**config.mk**
```make
export PLATFORM = sky130hd
export DESIGN_NAME = obstacle_lane_engine
export DESIGN_NICKNAME = d
export VERILOG_FILES = /design/src/rtl/obstacle_pkg.sv /design/src/rtl/obstacle_lane.sv /design/src/rtl/obstacle_lane_engine.sv
export SDC_FILE = /design/constraint.sdc
export NUM_CORES = 1
export LEC_CHECK = 0
export CAP_MARGIN = 20
export CORE_ASPECT_RATIO = 0.5
export CORE_UTILIZATION = 50
export CTS_BUF_LIST = sky130_fd_sc_hd__clkbuf_4 sky130_fd_sc_hd__clkbuf_8 sky130_fd_sc_hd__clkbuf_16
export CTS_CLUSTER_SIZE = 8
export DETAILED_ROUTE_END_ITERATION = 12
export MAX_ROUTING_LAYER = met4
export PLACE_DENSITY = 0.83
export RECOVER_POWER = 100
export SETUP_SLACK_MARGIN = 0.4
export SYNTH_ARGS = -nofsm -noshare
export SYNTH_HDL_FRONTEND = slang
export SYNTH_SLANG_ARGS = --single-unit
```
**constraint.sdc**
```tcl
create_clock -name CLK -period 9.2 [get_ports CLK]
set_input_delay 1.38 -clock CLK [delete_from_list [all_inputs] [get_ports CLK]]
set_output_delay 1.38 -clock CLK [all_outputs]
set_load 0.005 [all_outputs]
```
**src/rtl/obstacle_pkg.sv**
```systemverilog
// Shared encodings for the obstacle lane engine: slot types, run state, rate threshold.
package obstacle_pkg;

  // Slot contents; any nonzero value other than OBS_HIGH behaves as low
  localparam int OBS_EMPTY = 0;
  localparam int OBS_LOW   = 1;
  localparam int OBS_HIGH  = 2;

  // Level from which a spawn no longer needs the random rate gate
  localparam int LEVEL_RATE_THR = 4;

  typedef enum logic [1:0] {
    IDLE = 2'd0,
    RUN  = 2'd1,
    OVER = 2'd2
  } state_t;

endpackage

```
**src/rtl/obstacle_lane.sv**
```systemverilog
// Obstacle shift register: moves the lane one slot toward the dino per shift and
// inserts a new obstacle at the top slot only when the guard window is clear.
module obstacle_lane
  import obstacle_pkg::*;
#(
  parameter int LANE_LEN = 16,
  parameter int TYPE_W   = 2,
  parameter int GAP_W    = 8
) (
  input  logic                       CLK,
  input  logic                       RST,
  input  logic                       clear,
  input  logic                       shift,
  input  logic [TYPE_W-1:0]          spawn_type,
  input  logic [GAP_W-1:0]           gap,
  output logic [LANE_LEN*TYPE_W-1:0] map
);

  logic [LANE_LEN*TYPE_W-1:0] map_reg;
  logic [LANE_LEN*TYPE_W-1:0] map_next;
  logic [LANE_LEN-1:0]        slot_busy;
  logic                       window_clear;
  logic [TYPE_W-1:0]          top_next;

  // A slot blocks spawning when it is occupied and lies in the top 'gap' slots
  genvar gi;
  generate
    for (gi = 0; gi < LANE_LEN; gi++) begin : g_guard
      assign slot_busy[gi] = (map_reg[TYPE_W*gi +: TYPE_W] != '0) &&
                             ((gi + int'(gap)) >= LANE_LEN);
    end
  endgenerate

  assign window_clear = ~|slot_busy;
  assign top_next     = window_clear ? spawn_type : TYPE_W'(OBS_EMPTY);
  assign map_next     = {top_next, map_reg[LANE_LEN*TYPE_W-1:TYPE_W]};

  // Lane storage: clear wins over shift
  always_ff @(posedge CLK) begin
    if (RST || clear) begin
      map_reg <= '0;
    end else if (shift) begin
      map_reg <= map_next;
    end
  end

  assign map = map_reg;

endmodule

```
**src/rtl/obstacle_lane_engine.sv**
```systemverilog
// Runner game core: run-state FSM, dino posture, collision, score and level,
// with the obstacle lane itself delegated to obstacle_lane.
module obstacle_lane_engine
  import obstacle_pkg::*;
#(
  parameter int LANE_LEN    = 16,
  parameter int TYPE_W      = 2,
  parameter int JUMP_TICKS  = 2,
  parameter int GAP_BASE    = 11,
  parameter int GAP_MIN     = 5,
  parameter int SCORE_W     = 32,
  parameter int SCORE_MAX   = 100000000,
  parameter int LEVEL_SHIFT = 6
) (
  input  logic                       CLK,
  input  logic                       RST,
  input  logic                       shift_enable,
  input  logic                       jump_trigger,
  input  logic                       duck,
  input  logic                       start_game,
  input  logic                       force_game_over,
  input  logic [15:0]                rand_val,
  output logic                       game_over,
  output logic                       running,
  output logic                       dino_on_ground,
  output logic                       dino_ducking,
  output logic [SCORE_W-1:0]         score,
  output logic [3:0]                 level,
  output logic [LANE_LEN*TYPE_W-1:0] obstacle_map_flat
);

  localparam int GAP_W = 8;
  localparam int CNT_W = $clog2(JUMP_TICKS + 2);

  state_t                     state_reg, state_next;
  logic                       on_ground_reg, ducking_reg, jump_latch_reg;
  logic [CNT_W-1:0]           jump_cnt_reg;
  logic [SCORE_W-1:0]         score_reg;
  logic [3:0]                 level_reg;
  logic [LANE_LEN*TYPE_W-1:0] map;

  logic                       tick, takeoff, jump_set;
  logic [TYPE_W-1:0]          slot0;
  logic                       slot_high, slot_low, collision;
  logic [SCORE_W-1:0]         score_inc, level_raw;
  logic                       score_hit;
  logic [3:0]                 level_next;
  logic [GAP_W-1:0]           gap;
  logic                       rate_ok;
  logic [TYPE_W-1:0]          spawn_type;
  logic                       unused_rand;

  // A tick is processed only in RUN and only when no control input overrides it
  assign tick      = (state_reg == RUN) && shift_enable && !start_game && !force_game_over;
  assign takeoff   = jump_latch_reg && on_ground_reg;
  assign jump_set  = (state_reg == RUN) && jump_trigger && on_ground_reg;

  assign slot0     = map[TYPE_W-1:0];
  assign slot_high = (slot0 == TYPE_W'(OBS_HIGH));
  assign slot_low  = (slot0 != TYPE_W'(OBS_EMPTY)) && !slot_high;
  assign collision = on_ground_reg && (slot_low || (slot_high && !ducking_reg));

  assign score_inc  = score_reg + SCORE_W'(1);
  assign score_hit  = (score_inc == SCORE_W'(SCORE_MAX));
  assign level_raw  = score_inc >> LEVEL_SHIFT;
  assign level_next = (level_raw > SCORE_W'(15)) ? 4'd15 : level_raw[3:0];

  assign rate_ok    = (level_reg >= 4'(LEVEL_RATE_THR)) || (rand_val[1:0] != 2'b11);
  assign spawn_type = rate_ok ? (rand_val[2] ? TYPE_W'(OBS_LOW) : TYPE_W'(OBS_HIGH))
                              : TYPE_W'(OBS_EMPTY);
  assign unused_rand = ^rand_val[15:3];

  // Guard window shrinks by one slot per level down to its floor
  always_comb begin
    gap = GAP_W'(GAP_MIN);
    if (int'(level_reg) + GAP_MIN < GAP_BASE) begin
      gap = GAP_W'(GAP_BASE - int'(level_reg));
    end
  end

  // FSM state register
  always_ff @(posedge CLK) begin
    if (RST) begin
      state_reg <= IDLE;
    end else begin
      state_reg <= state_next;
    end
  end

  // FSM next state: start beats force, force beats the tick
  always_comb begin
    state_next = state_reg;
    if (start_game) begin
      state_next = RUN;
    end else begin
      case (state_reg)
        RUN: begin
          if (force_game_over) begin
            state_next = OVER;
          end else if (shift_enable && (collision || score_hit)) begin
            state_next = OVER;
          end
        end
        default: state_next = state_reg;
      endcase
    end
  end

  // FSM outputs decoded from the state register
  always_comb begin
    game_over = (state_reg == OVER);
    running   = (state_reg == RUN);
  end

  // Posture, jump latch, score and level; frozen outside processed ticks
  always_ff @(posedge CLK) begin
    if (RST || start_game) begin
      on_ground_reg  <= 1'b1;
      ducking_reg    <= 1'b0;
      jump_latch_reg <= 1'b0;
      jump_cnt_reg   <= '0;
      score_reg      <= '0;
      level_reg      <= '0;
    end else begin
      jump_latch_reg <= jump_set || (jump_latch_reg && !(tick && takeoff));
      if (tick) begin
        score_reg <= score_inc;
        level_reg <= level_next;
        if (takeoff) begin
          on_ground_reg <= 1'b0;
          jump_cnt_reg  <= CNT_W'(JUMP_TICKS);
          ducking_reg   <= 1'b0;
        end else if (!on_ground_reg) begin
          if (jump_cnt_reg != '0) begin
            jump_cnt_reg <= jump_cnt_reg - CNT_W'(1);
          end else begin
            on_ground_reg <= 1'b1;
          end
        end else begin
          ducking_reg <= duck;
        end
      end
    end
  end

  obstacle_lane #(
    .LANE_LEN (LANE_LEN),
    .TYPE_W   (TYPE_W),
    .GAP_W    (GAP_W)
  ) u_lane (
    .CLK        (CLK),
    .RST        (RST),
    .clear      (start_game),
    .shift      (tick),
    .spawn_type (spawn_type),
    .gap        (gap),
    .map        (map)
  );

  assign dino_on_ground    = on_ground_reg;
  assign dino_ducking      = ducking_reg;
  assign score             = score_reg;
  assign level             = level_reg;
  assign obstacle_map_flat = map;

endmodule

```
Yosys cells after proc, flatten, opt, wreduce, memory -nomap -nowiden --
Cells that the tools add are included.
Word-level totals: register bits 75, input port bits 23, output and inout bits 72, word-level logic and storage cells 136
Operators by class: add/subtract/negate cells 19, $lt $le $gt $ge 19, eq/ne operators 6, muxes and demuxes 17, reductions and logical operators 66
Operators by type and width (number):
- >= comparator 32 x 6 -> 1 bit, second input constant | 15
- adder 4 x 8 -> 9 bit, first input constant | 8
- nonzero test 2 bit | 21
- adder 3 x 8 -> 9 bit, first input constant | 4
- adder 32 x 1 -> 32 bit, second input constant | 1
- equality test 32 x 27 -> 1 bit, second input constant | 1
- logical AND 1 bit | 28
- > comparator 26 x 4 -> 1 bit, second input constant | 1
- adder 2 x 8 -> 9 bit, first input constant | 2
- 2-to-1 mux 2 bit | 8
- OR reduction 16 bit | 1
- adder 1 x 8 -> 9 bit, first input constant | 1
- >= comparator 8 x 5 -> 1 bit, second input constant | 1
- 2-to-1 mux 8 bit | 1
- 2-to-1 mux 1 bit | 7
- AND reduction 2 bit | 3
- adder 4 x 3 -> 5 bit, second input constant | 1
- zero test 1 bit | 5
- logical OR 1 bit | 5
- less-than comparator 5 x 4 -> 1 bit, second input constant | 1
- subtractor 4 x 4 -> 5 bit, first input constant | 1
- equality test 2 bit, second input constant | 2
- >= comparator 4 x 3 -> 1 bit, second input constant | 1
- 2-to-1 mux 4 bit | 1
- other kinds (7) | 7

Depth between registers and ports, before layout --
depth in word-level cells 11, depth in mapped cells 16, depth with buffers taken out 15

By module --
A second synthesis with hierarchy kept.
Unflattened totals: cells, all modules 621, area, all modules 4858.4 µm²
Modules (own cells, without submodules):
- obstacle_lane_engine | times used 1, cells each 366, area each 2832.7 µm², seq. area each 860.8 µm²
- obstacle_lane | times used 1, cells each 255, area each 2025.7 µm², seq. area each 640.6 µm²

Least setup slack after synthesis --
Ideal clock, no wire load.
path kind reg2reg, start point reg level_reg[2], in the netlist level[2], end point reg u_lane.map_reg[30], in the netlist u_lane.map[30], setup time 0.074 ns, arrival 3.027 ns, data required time 9.126 ns, slack 6.099 ns, cell stages (with the launch flop) 16, buffers on the path 1, period minus slack after synthesis 3.101 ns, cell sequence dfxtp_1 > clkbuf_1 > inv_1 > ha_1 > a21oi_1 > o31ai_1 > nor3_1 > nand2_1 > inv_1 > nand2_1 > ha_1 > o32ai_1 > nand4_1 > nor4b_1 > nand4b_1 > o21ai_0
On the way: cells in the longest elaborated chain, start to end 8, elaborated cells between the ends (all ways) 56, those cells by class add/sub: 17; order compare: 18; mux: 3; reduce/logical: 18
Ends and longest elaborated chain:
- start, declared | line obstacle_lane_engine.sv:39 | logic [3:0] level_reg;
- start signal, assigned | line obstacle_lane_engine.sv:128 | level_reg <= level_next;
- adder 4 x 3 -> 5 bit | line obstacle_lane_engine.sv:76 | if (int'(level_reg) + GAP_MIN < GAP_BASE) begin
- less-than comparator 5 x 4 -> 1 bit | line obstacle_lane_engine.sv:76
- 2-to-1 mux 8 bit | line obstacle_lane_engine.sv:76
- adder 1 x 8 -> 9 bit, or another cell as far along | line obstacle_lane.sv:30 | ((gi + int'(gap)) >= LANE_LEN);
- >= comparator 32 x 6 -> 1 bit | line obstacle_lane.sv:30
- logical AND 1 bit | line obstacle_lane.sv:29 | assign slot_busy[gi] = (map_reg[TYPE_W*gi +: TYPE_W] != '0) &&
- OR reduction 16 bit | line obstacle_lane.sv:34 | assign window_clear = ~|slot_busy;
- 2-to-1 mux 2 bit * | line obstacle_lane.sv:35 | assign top_next = window_clear ? spawn_type : TYPE_W'(OBS_EMPTY);
- end signal, assigned | line obstacle_lane.sv:43 | map_reg <= map_next;
- end, declared | line obstacle_lane.sv:19 | logic [LANE_LEN*TYPE_W-1:0] map_reg;
Mark *: on every way between the ends. The rest lies on a longest branch, timed or not. A chain may end at the register's enable or synchronous reset.

Worst setup path after layout --
start point in start_game, end point reg level_reg[1], in the netlist level[1]
On the way: cells in the longest elaborated chain, start to end 3, elaborated cells between the ends (all ways) 4, those cells by class reduce/logical: 4
Ends and longest elaborated chain:
- start, declared | line obstacle_lane_engine.sv:20 | input logic start_game,
- zero test 1 bit | line obstacle_lane_engine.sv:54 | assign tick = (state_reg == RUN) && shift_enable && !start_game && !force_game_over;
- logical AND 1 bit (2 in series) | line obstacle_lane_engine.sv:54
Parallel ways exist; a longest one is shown, timed or not.

==> results.md <==
- Row count: 23
- Final ANT Viol Nets: 0
- Layout Nets: 695
- Req. time, crit path: 9.33 ns
- Deepest clock path buffer count: 2
- Met3 GRT Util: 5.04%
- Tcrit/Tclk final: 57.2%
- Hold depth: 2
- Final setup fails: 0
- Pin count of the biggest net entering global routing: 55
- First-pass GRT wire length: 18100 um
- Core area: 0.00829 mm^2
- Synth Instances: 576
- Die Wd: 135 um
- CTS tree: yes
- Post-synth cell types: 57
- Worst Hold Class: flip-flop to flip-flop
- DRT Pass-1 Iters: 5
- Clk root buf: clkbuf_16
- Most frequent cells in the layout: 98 x nand2_1, 75 x dfxtp_1, 73 x dlygate4sd3_1
- Total clock sinks: 75
- Slowest CP cell: clkbuf_1
- CP Launch Type: primary input
- Final Hold Fails: 0
- Post-CTS Setup Bufs: 0
- DR vias: 4375
- Met2 Use GR: 41.6%
- Critical setup path kind: primary input to flip-flop
- Crit-path leading delay family: buffers and inverters
- Worst-path clk slew: 0.06 ns
- Max Fclk: 190 MHz
- Ys Warns: 0
- DRC Markers: 0
- Diode count: 0
- GPL Wtd Cong: 0.948
- R2r endpoint: level[1]$_SDFFE_PP0P_
- Worst path bufs/invs: 2
- Max-Cap Viols: 2
- Synth top area share: 33.9%
- GR Overflow Total: 0
- Hold path start: u_lane.map[0]$_SDFFE_PP0P_
- Post-Syn Area: 0.00444 mm^2
- Total CTS buffers: 9
- Post-synth EDFFs: 0
- Met1 usage: 33.2%
- Layout Area Growth over Synthesis: 26.1%
- Routed WL per cell: 14.7 um
- Most Used Layer, Global Route: met2
- Register area share after synthesis: 33.9%
- Top cells by area, synth: dfxtp_1 34%, nand2_1 8.3%, ha_1 6.5%, nor2_1 5.8%, a21oi_1 5.1%
- Post-Route WL: 11300 um
- Antenna violations before repair: 0
- Worst vdd ir: 0.000108 V
- Worst path cell trace: dlygate4sd3_1 -> nor2_1 -> and3_2 -> clkbuf_1 -> and2_0 -> nand4_1 -> nor4_1 -> a221oi_1
- Status: finished with violations
- Commonest non-fill, non-tap cell in the layout: nand2_1
- Worst slew pin tran: 2.49 ns
- WP depth: 8
- Failing checks: capacitance limit, slew limit
- Initial core utilization: 53.5%
- CP arrival: 5.39 ns
- Hold path endpoint: u_lane.map[0]$_SDFFE_PP0P_
- Syn_area_per_cell: 7.70 um^2
- Port buffer count: 81
- Die H: 68.6 um
- #FFs+latches synth: 75
- Layout cells sized above 1: 4.43%
- DIE AREA: 0.00927 mm^2
- Placed cells: 750
- Vias in the first global route: 3742
- FFs w/ async S/R, synth: 0%
- R2R Path Start: state_reg[0]$_SDFFE_PP0P_
- Vias/cell: 5.71
- H-tree Lvls: 3
- Reg-to-reg slack, setup: 5.05 ns
- Area leader, netlist: dfxtp_1
- Final HPWL DP: 7880 um
- P_leak: 2.17 nW
- I/O pin total: 95
- Crit. End Element: flip-flop
- Period minus WS final: 5.27 ns
- Final core area utilization: 67.5%
- Slew HR: -65.8%
- Clock Skew: 0.00479 ns
- PwrDens: 127 mW/mm^2
- Top FF cell, synth: dfxtp_1
- Clk_lat worst skew: 0.33 ns
- R2R cell count: 7
- CP max stage delay: 1.75 ns
- Post-CTS sizing: 0
- Total track usage: 25.7%
- Final std cells w/o fill: 766
- RSZ-0062 raised after global routing: no
- Initial DRC Count: 391
- Max FO, Critical Path: 54
- Post-CTS Hold Buffers: 0
- Fin. max-slew vios: 101
- Setup TNS Final: 0 ns
[area by class of cell]
type                    count  area, um^2
clock inverters             2        35.0
well taps                 112         140
multi-input cells         461        2750
fillers                   734        2700
repair buffers             84         826
clock buffers              14         269
inverters                  18        67.6
flip-flops and latches     75        1500
[synth_stat cells (3+ instances only)]
| cell type | count |
|---|---|
| a21oi_1 | 45 |
| nor4_1 | 7 |
| o22ai_1 | 3 |
| nor3_1 | 9 |
| dfxtp_1 | 75 |
| or3_1 | 3 |
| nand4_2 | 3 |
| buf_2 | 7 |
| nand3_1 | 23 |
| nor2_1 | 68 |
| o2111ai_1 | 4 |
| and3_1 | 8 |
| or2_2 | 3 |
| nor2b_1 | 6 |
| and2_1 | 5 |
| nand4_1 | 19 |
| xnor2_1 | 21 |
| inv_1 | 18 |
| clkbuf_1 | 27 |
| a221oi_1 | 3 |
| o21ai_0 | 12 |
| nor4_2 | 4 |
| and4_1 | 4 |
| o32ai_1 | 11 |
| o31ai_1 | 3 |
| nand2_1 | 98 |
| ha_1 | 23 |
| o21a_1 | 3 |
| xor2_1 | 24 |
[tightest hold or removal path, stage by stage (launching register included)]
cell and delay, ns:
dfxtp_1 0.32, nand2_1 0.06, a21oi_1 0.05
[power by group]
group          leakage [nW]  internal [W]  switching, W   total, W
sequential            0.604      0.000326    0.00000141   0.000327
clock                 0.155      0.000229      0.000127   0.000356
combinational          1.41     0.0000104     0.0000173  0.0000277
[stage by stage]
step | area (um^2) | power (W) | setup slack (ns) | hold slack, ns
6_report | 5590 | 0.000711 | 3.93 | 0.476
5_1_grt | 5590 | 0.000737 | 3.72 | 0.507
4_1_cts | 5620 | 0.000718 | 5.44 | 0.480
3_5_place_dp | 5320 | 0.000362 | 5.41 | 0.472
3_3_place_gp | 5320 | 0.000361 | 5.45 | 0.464
2_1_floorplan | 4490 | 0.000351 | 6.10 | 0.461
[worst max-delay path by stage]
stage                           from  slack, ns                          end
2_1_floorplan  level[2]$_SDFFE_PP0P_       6.10  u_lane.map[30]$_SDFFE_PP0P_
3_3_place_gp              start_game       5.45        level[1]$_SDFFE_PP0P_
3_5_place_dp              start_game       5.41        level[1]$_SDFFE_PP0P_
4_1_cts        level[1]$_SDFFE_PP0P_       5.44  u_lane.map[31]$_SDFFE_PP0P_
5_1_grt                   start_game       3.72        level[2]$_SDFFE_PP0P_
6_report                  start_game       3.93        level[1]$_SDFFE_PP0P_
[per-layer routing]
metal | up-vias | part of all wire [%]
met4 | 0 | 1.0
met5 | - | 0
met2 | 164 | 46
met3 | 14 | 6.3
li1 | 2152 | -
met1 | 2045 | 47
[logic make-up (layout without fill, tap and decap cells)]
kind of cell | count (synthesis) | in the layout | share of synthesized area, %
simple gates | 271 | 271 | 30.1
compound gates | 106 | 106 | 15.6
flops | 75 | 75 | 33.9
buf+inv | 55 | 118 | 4.94
xor+xnor | 45 | 45 | 8.89
fa+ha+maj | 23 | 23 | 6.49
other cells | 1 | 16 | 0.0845
No activity file was read; power rests on OpenSTA's default activity.
==> RTL change 1, RTL diff (config.mk and constraints unchanged) <==
`LANE_LEN` is set to 16 in 2 places; all go to 32.
--- a/src/rtl/obstacle_lane.sv
+++ b/src/rtl/obstacle_lane.sv
@@ -5,3 +5,3 @@
 #(
-  parameter int LANE_LEN = 16,
+  parameter int LANE_LEN = 32,
   parameter int TYPE_W   = 2,
--- a/src/rtl/obstacle_lane_engine.sv
+++ b/src/rtl/obstacle_lane_engine.sv
@@ -5,3 +5,3 @@
 #(
-  parameter int LANE_LEN    = 16,
+  parameter int LANE_LEN    = 32,
   parameter int TYPE_W      = 2,
Interface: changed (resized obstacle_map_flat); port bits go from 95 to 127. The function was not compared with the original's and may differ.
==> RTL change 1 against the original RTL <==
The run still ends with capacitance limit, slew limit left; area after synthesis rose by 47%; hold slack improved by 0.0035 ns; final area rose by 44%; sequential cell count rose by 32; final cell count rose by 47%; utilization fell by 3.9 points; power rose by 27%; first-iteration DRC count rose by 60%; worst setup slack got worse by 0.85 ns; wire length rose by 73%.
==> RTL change 1: results (changes against the original RTL) <==
Yosys warning count: 0 (unchanged)
post-synthesis adder-cell area fraction: 8.22% (+1.7 points)
Yosys cell types: 68 (+19%)
Primary FF master, synth: dfxtp_1
mux share of post-synthesis cell area: 1.24% (+1.2 points)
post-synthesis xor/xnor area fraction: 6.03% (-2.9 points)
most frequent cells after synthesis: 164 x nand2_1, 107 x dfxtp_1, 91 x nor2_1, 86 x a21oi_1, 43 x ha_1
violated checks: capacitance limit, slew limit
RePlAce Congestion: 0.994 (+4.9%)
Avg Cell Area, Syn: 7.51 µm² (-2.5%)
post_cts resized: 0 (unchanged)
CTS max path bufs: 2 (unchanged)
arrival time worst endpoint: 6.40 ns (+1.01 ns)
Worst-path clk slew: 0.08 ns (+0.02 ns)
Worst slew margin: -97.8% (-32 points)
first-pass GRT wire length: 30700 µm (+69%)
Max Cap Viol: 2 (unchanged)
CP top delay family: simple AND/OR/NAND/NOR gates
pre-CTS setup slack: 3.52 ns (-1.89 ns)
Initial DRC Count: 627 (+60%)
crit path max fanout: 21 (-61%)
total nets after synthesis: 937
VDD IR max: 0.104 mV (-3.3%)
P_leak: 3.08 nW (+42%)
Largest stage delay, worst path: 0.83 ns (-0.92 ns)
Synth area leaders: dfxtp_1 33%, nand2_1 9.4%, ha_1 8.2%, a21oi_1 6.6%, nor2_1 5.2%
htree depth: 3 (unchanged)
total grt overflow: 0 (unchanged)
setup bufs post-CTS: 0 (unchanged)
max reg flops: 64
ys async rst share: 0% (unchanged)
number of global-route vias before repair: 5862 (+57%)
worst clock skew: 0.0108 ns (+0.00604 ns)
hpwl dp: 13900 µm (+77%)
GR Util All Layers: 29.2% (+3.5 points)
Compound-Gate Fraction of Synth Area: 17.3% (+1.7 points)
DR pass1 iterations: 9 (+4)
PortBufs: 113 (+40%)
slowest CP cell: dfxtp_1
Hold WC Path Type: reg2reg
share of layout cells above drive strength 1: 4.28% (-0.16 points)
vias per cell: 5.91 (+3.5%)
Max Transition Viols Final: 141 (+40%)
ANT cells: 0 (unchanged)
DRT Wirelength: 19500 µm (+73%)
Layout Nets: 1021 (+47%)
worst-skew pair later-pin latency: 0.35 ns (+0.02 ns)
Avg WL per Cell: 17.3 µm (+17%)
DP Area: 7760 µm² (+46%)
Post-Place Cells: 1113 (+48%)
post-synthesis sequential area ratio: 32.7% (-1.1 points)
total CTS buffers: 9 (unchanged)
status: finished, violations left
largest net degree at the start of global routing: 102 (+85%)
-- RTL change 1: worst paths after layout --
path / from / end / slack [ns] / depth (start not counted)
min reg2reg: u_lane.map[48]$_SDFFE_PP0P_ / u_lane.map[46]$_SDFFE_PP0P_ / 0.48 / 2
min: u_lane.map[48]$_SDFFE_PP0P_ / u_lane.map[46]$_SDFFE_PP0P_ / 0.48 / 2
max: level[2]$_SDFFE_PP0P_ / u_lane.map[63]$_SDFFE_PP0P_ / 3.08 / 20
max reg2reg: level[2]$_SDFFE_PP0P_ / u_lane.map[63]$_SDFFE_PP0P_ / 3.08 / 20
-- RTL change 1: per-stage QoR --
step | total power [mW] | util (%)
2_1_floorplan | 0.498 | -
3_3_place_gp | 0.512 | 61.1
3_5_place_dp | 0.512 | 61.1
4_1_cts | 0.908 | 63.5
5_1_grt | 0.935 | 63.5
6_report | 0.907 | 63.5
-- RTL change 1: final cells by class --
class	count	area [µm²]
Sequential cell	107	2140
Multi-Input combinational cell	686	4090
Clock buffer	9	225
Timing Repair Buffer	121	1200
Fill cell	1131	4630
Clock inverter	6	82.6
Tap cell	170	213
Inverter	30	113
-- RTL change 1: power breakdown --
group          total, mW  leakage, nW  switching (mW)  internal, mW
Sequential         0.465        0.862         0.00121         0.463
Clock              0.404        0.147           0.188         0.216
Combinational     0.0385         2.07          0.0251        0.0134
-- RTL change 1: cell families (layout without fill, tap and decap cells) --
group | count (synthesis) | in the layout
AO/OA/AOI/OAI | 182 | 182
XOR/XNOR | 45 | 45
adder cells (fa/ha/maj) | 43 | 43
buffers and inverters | 78 | 166
flip-flops | 107 | 107
multiplexers | 8 | 8
AND/OR/NAND/NOR | 408 | 408
-- RTL change 1: routing by layer --
layer | GRT usage [%] | part of all wire [%] | vias up
met5 | - | 0 | -
met4 | 5.39 | 1.1 | 0
met3 | 4.50 | 6.8 | 25
met2 | 44.5 | 46 | 248
met1 | 41.1 | 46 | 3189
li1 | - | - | 3215
-- RTL change 1: worst min-delay path: stages (launching register included) --
cell and delay [ns]:
dfxtp_1 0.33, nand2_1 0.06, a21oi_1 0.05
==> RTL change 2, RTL diff (same settings) <==
Without the edit above. Make the reset (`RST`) asynchronous in one clocked block.
--- a/src/rtl/obstacle_lane_engine.sv
+++ b/src/rtl/obstacle_lane_engine.sv
@@ -81,3 +81,3 @@
   // FSM state register
-  always_ff @(posedge CLK) begin
+  always_ff @(posedge CLK or posedge RST) begin
     if (RST) begin
Behaviour: differs if RST is asserted again (counterexample within 4 cycles, from zero or initial values and one cycle with RST high); with RST held inactive, the same outputs for 10 cycles.
==> RTL change 2 against the original RTL <==
The flow finishes with violations (DRC, capacitance limit, slew limit); final area up 4.0%; power grew 5.7%; wire length increased by 20%; critical path depth increased by 7; worst setup slack got worse by 0.61 ns; final cell count up 5.5%; register-to-register slack worse by 1.7 ns; area after synthesis rose by 5.0%; combinational power is 53% higher; sequential cell count unchanged; clock skew increased by 0.0022 ns; global-route usage rose by 3.3 points; largest power group unchanged; highest routed layer unchanged.
==> RTL change 2: results (changes against the original RTL) <==
status: finished, violations left
violated checks: DRC, capacitance limit, slew limit
pre-CTS setup slack: 3.64 ns (-1.77 ns)
synth-to-layout area growth: 24.9%
Layout Nets: 733 (+5.5%)
Post-Place Cells: 793 (+5.7%)
Largest stage delay, worst path: 0.65 ns (-1.10 ns)
arrival time worst endpoint: 6.15 ns (+0.76 ns)
ys async rst share: 2.67% (+2.7 points)
DR WL met2: 6460 µm (+24%)
CP top delay family: compound AO/OA/AOI/OAI gates
actual slew at the worst max-slew pin: 1.88 ns (-0.604 ns)
post-synthesis adder-cell area fraction: 6.18% (-0.31 points)
first-pass GRT wire length: 21800 µm (+20%)
VDD IR max: 0.0970 mV (-9.9%)
final std cells w/o fill: 808 (+5.5%)
DP Area: 5530 µm² (+4.0%)
met3 WL: 798 µm (+11%)
Max Transition Viols Final: 80 (-21%)
drc violations: 4 (+4)
crit path max fanout: 19 (-65%)
Comb power: 0.0425 mW (+53%)
post-synthesis sequential area ratio: 32.5% (-1.4 points)
worst clock skew: 0.00699 ns (+0.00221 ns)
vias post-DR: 4891 (+12%)
Max Cap Viol: 2 (unchanged)
Psw: 0.172 mW (+18%)
==> RTL change 2: cell types whose count changed after synthesis, moves of 5 or more <==
cell     delta
a31oi_1     +7
xor2_1      +5
a21oi_1     +8
buf_2       -6
o22ai_1     +6
nor3_1     +10
nand2_1     +6
o32ai_1     -9
==> RTL change 2: worst paths after layout <==
kind | startpoint | endpoint | slack (ns) | depth (start not counted)
setup / recovery | level[1]$_SDFFE_PP0P_ | u_lane.map[31]$_SDFFE_PP0P_ | 3.32 | 15
hold / removal | jump_cnt_reg[1]$_SDFFE_PP0P_ | jump_cnt_reg[1]$_SDFFE_PP0P_ | 0.47 | 1
setup reg to reg | level[1]$_SDFFE_PP0P_ | u_lane.map[31]$_SDFFE_PP0P_ | 3.32 | 15
hold reg to reg | jump_cnt_reg[1]$_SDFFE_PP0P_ | jump_cnt_reg[1]$_SDFFE_PP0P_ | 0.47 | 1
max in group asynchronous | RST | state_reg[0]$_DFFE_PP0P_ | 7.71 | 2
min in group asynchronous | RST | state_reg[1]$_DFFE_PP0P_ | 1.37 | 2
==> RTL change 2: final cells by class <==
class                   instances  area share (%)
clock buffers                  10            4.00
clock inverters                 5            1.35
inverters                      21            1.35
multi-input cells             495            50.5
flip-flops and latches         75            26.0
well taps                     117            2.52
repair buffers                 85            14.3
==> RTL change 2: routing by layer <==
layer,track usage [%],up-vias
met5,-,-
met2,47.3,177
li1,-,2365
met3,6.31,16
met4,6.87,0
met1,36.9,2333
==> RTL change 2: kinds of logic (layout without fill, tap and decap cells) <==
kind of cell,after synthesis,count (layout)
adders and majority gates,23,23
xor gates and xnor gates,46,46
muxes,1,1
DFF,75,75
buffers and inverters,54,121
AOI/OAI and AO/OA,143,143
and+or+nand+nor,282,282
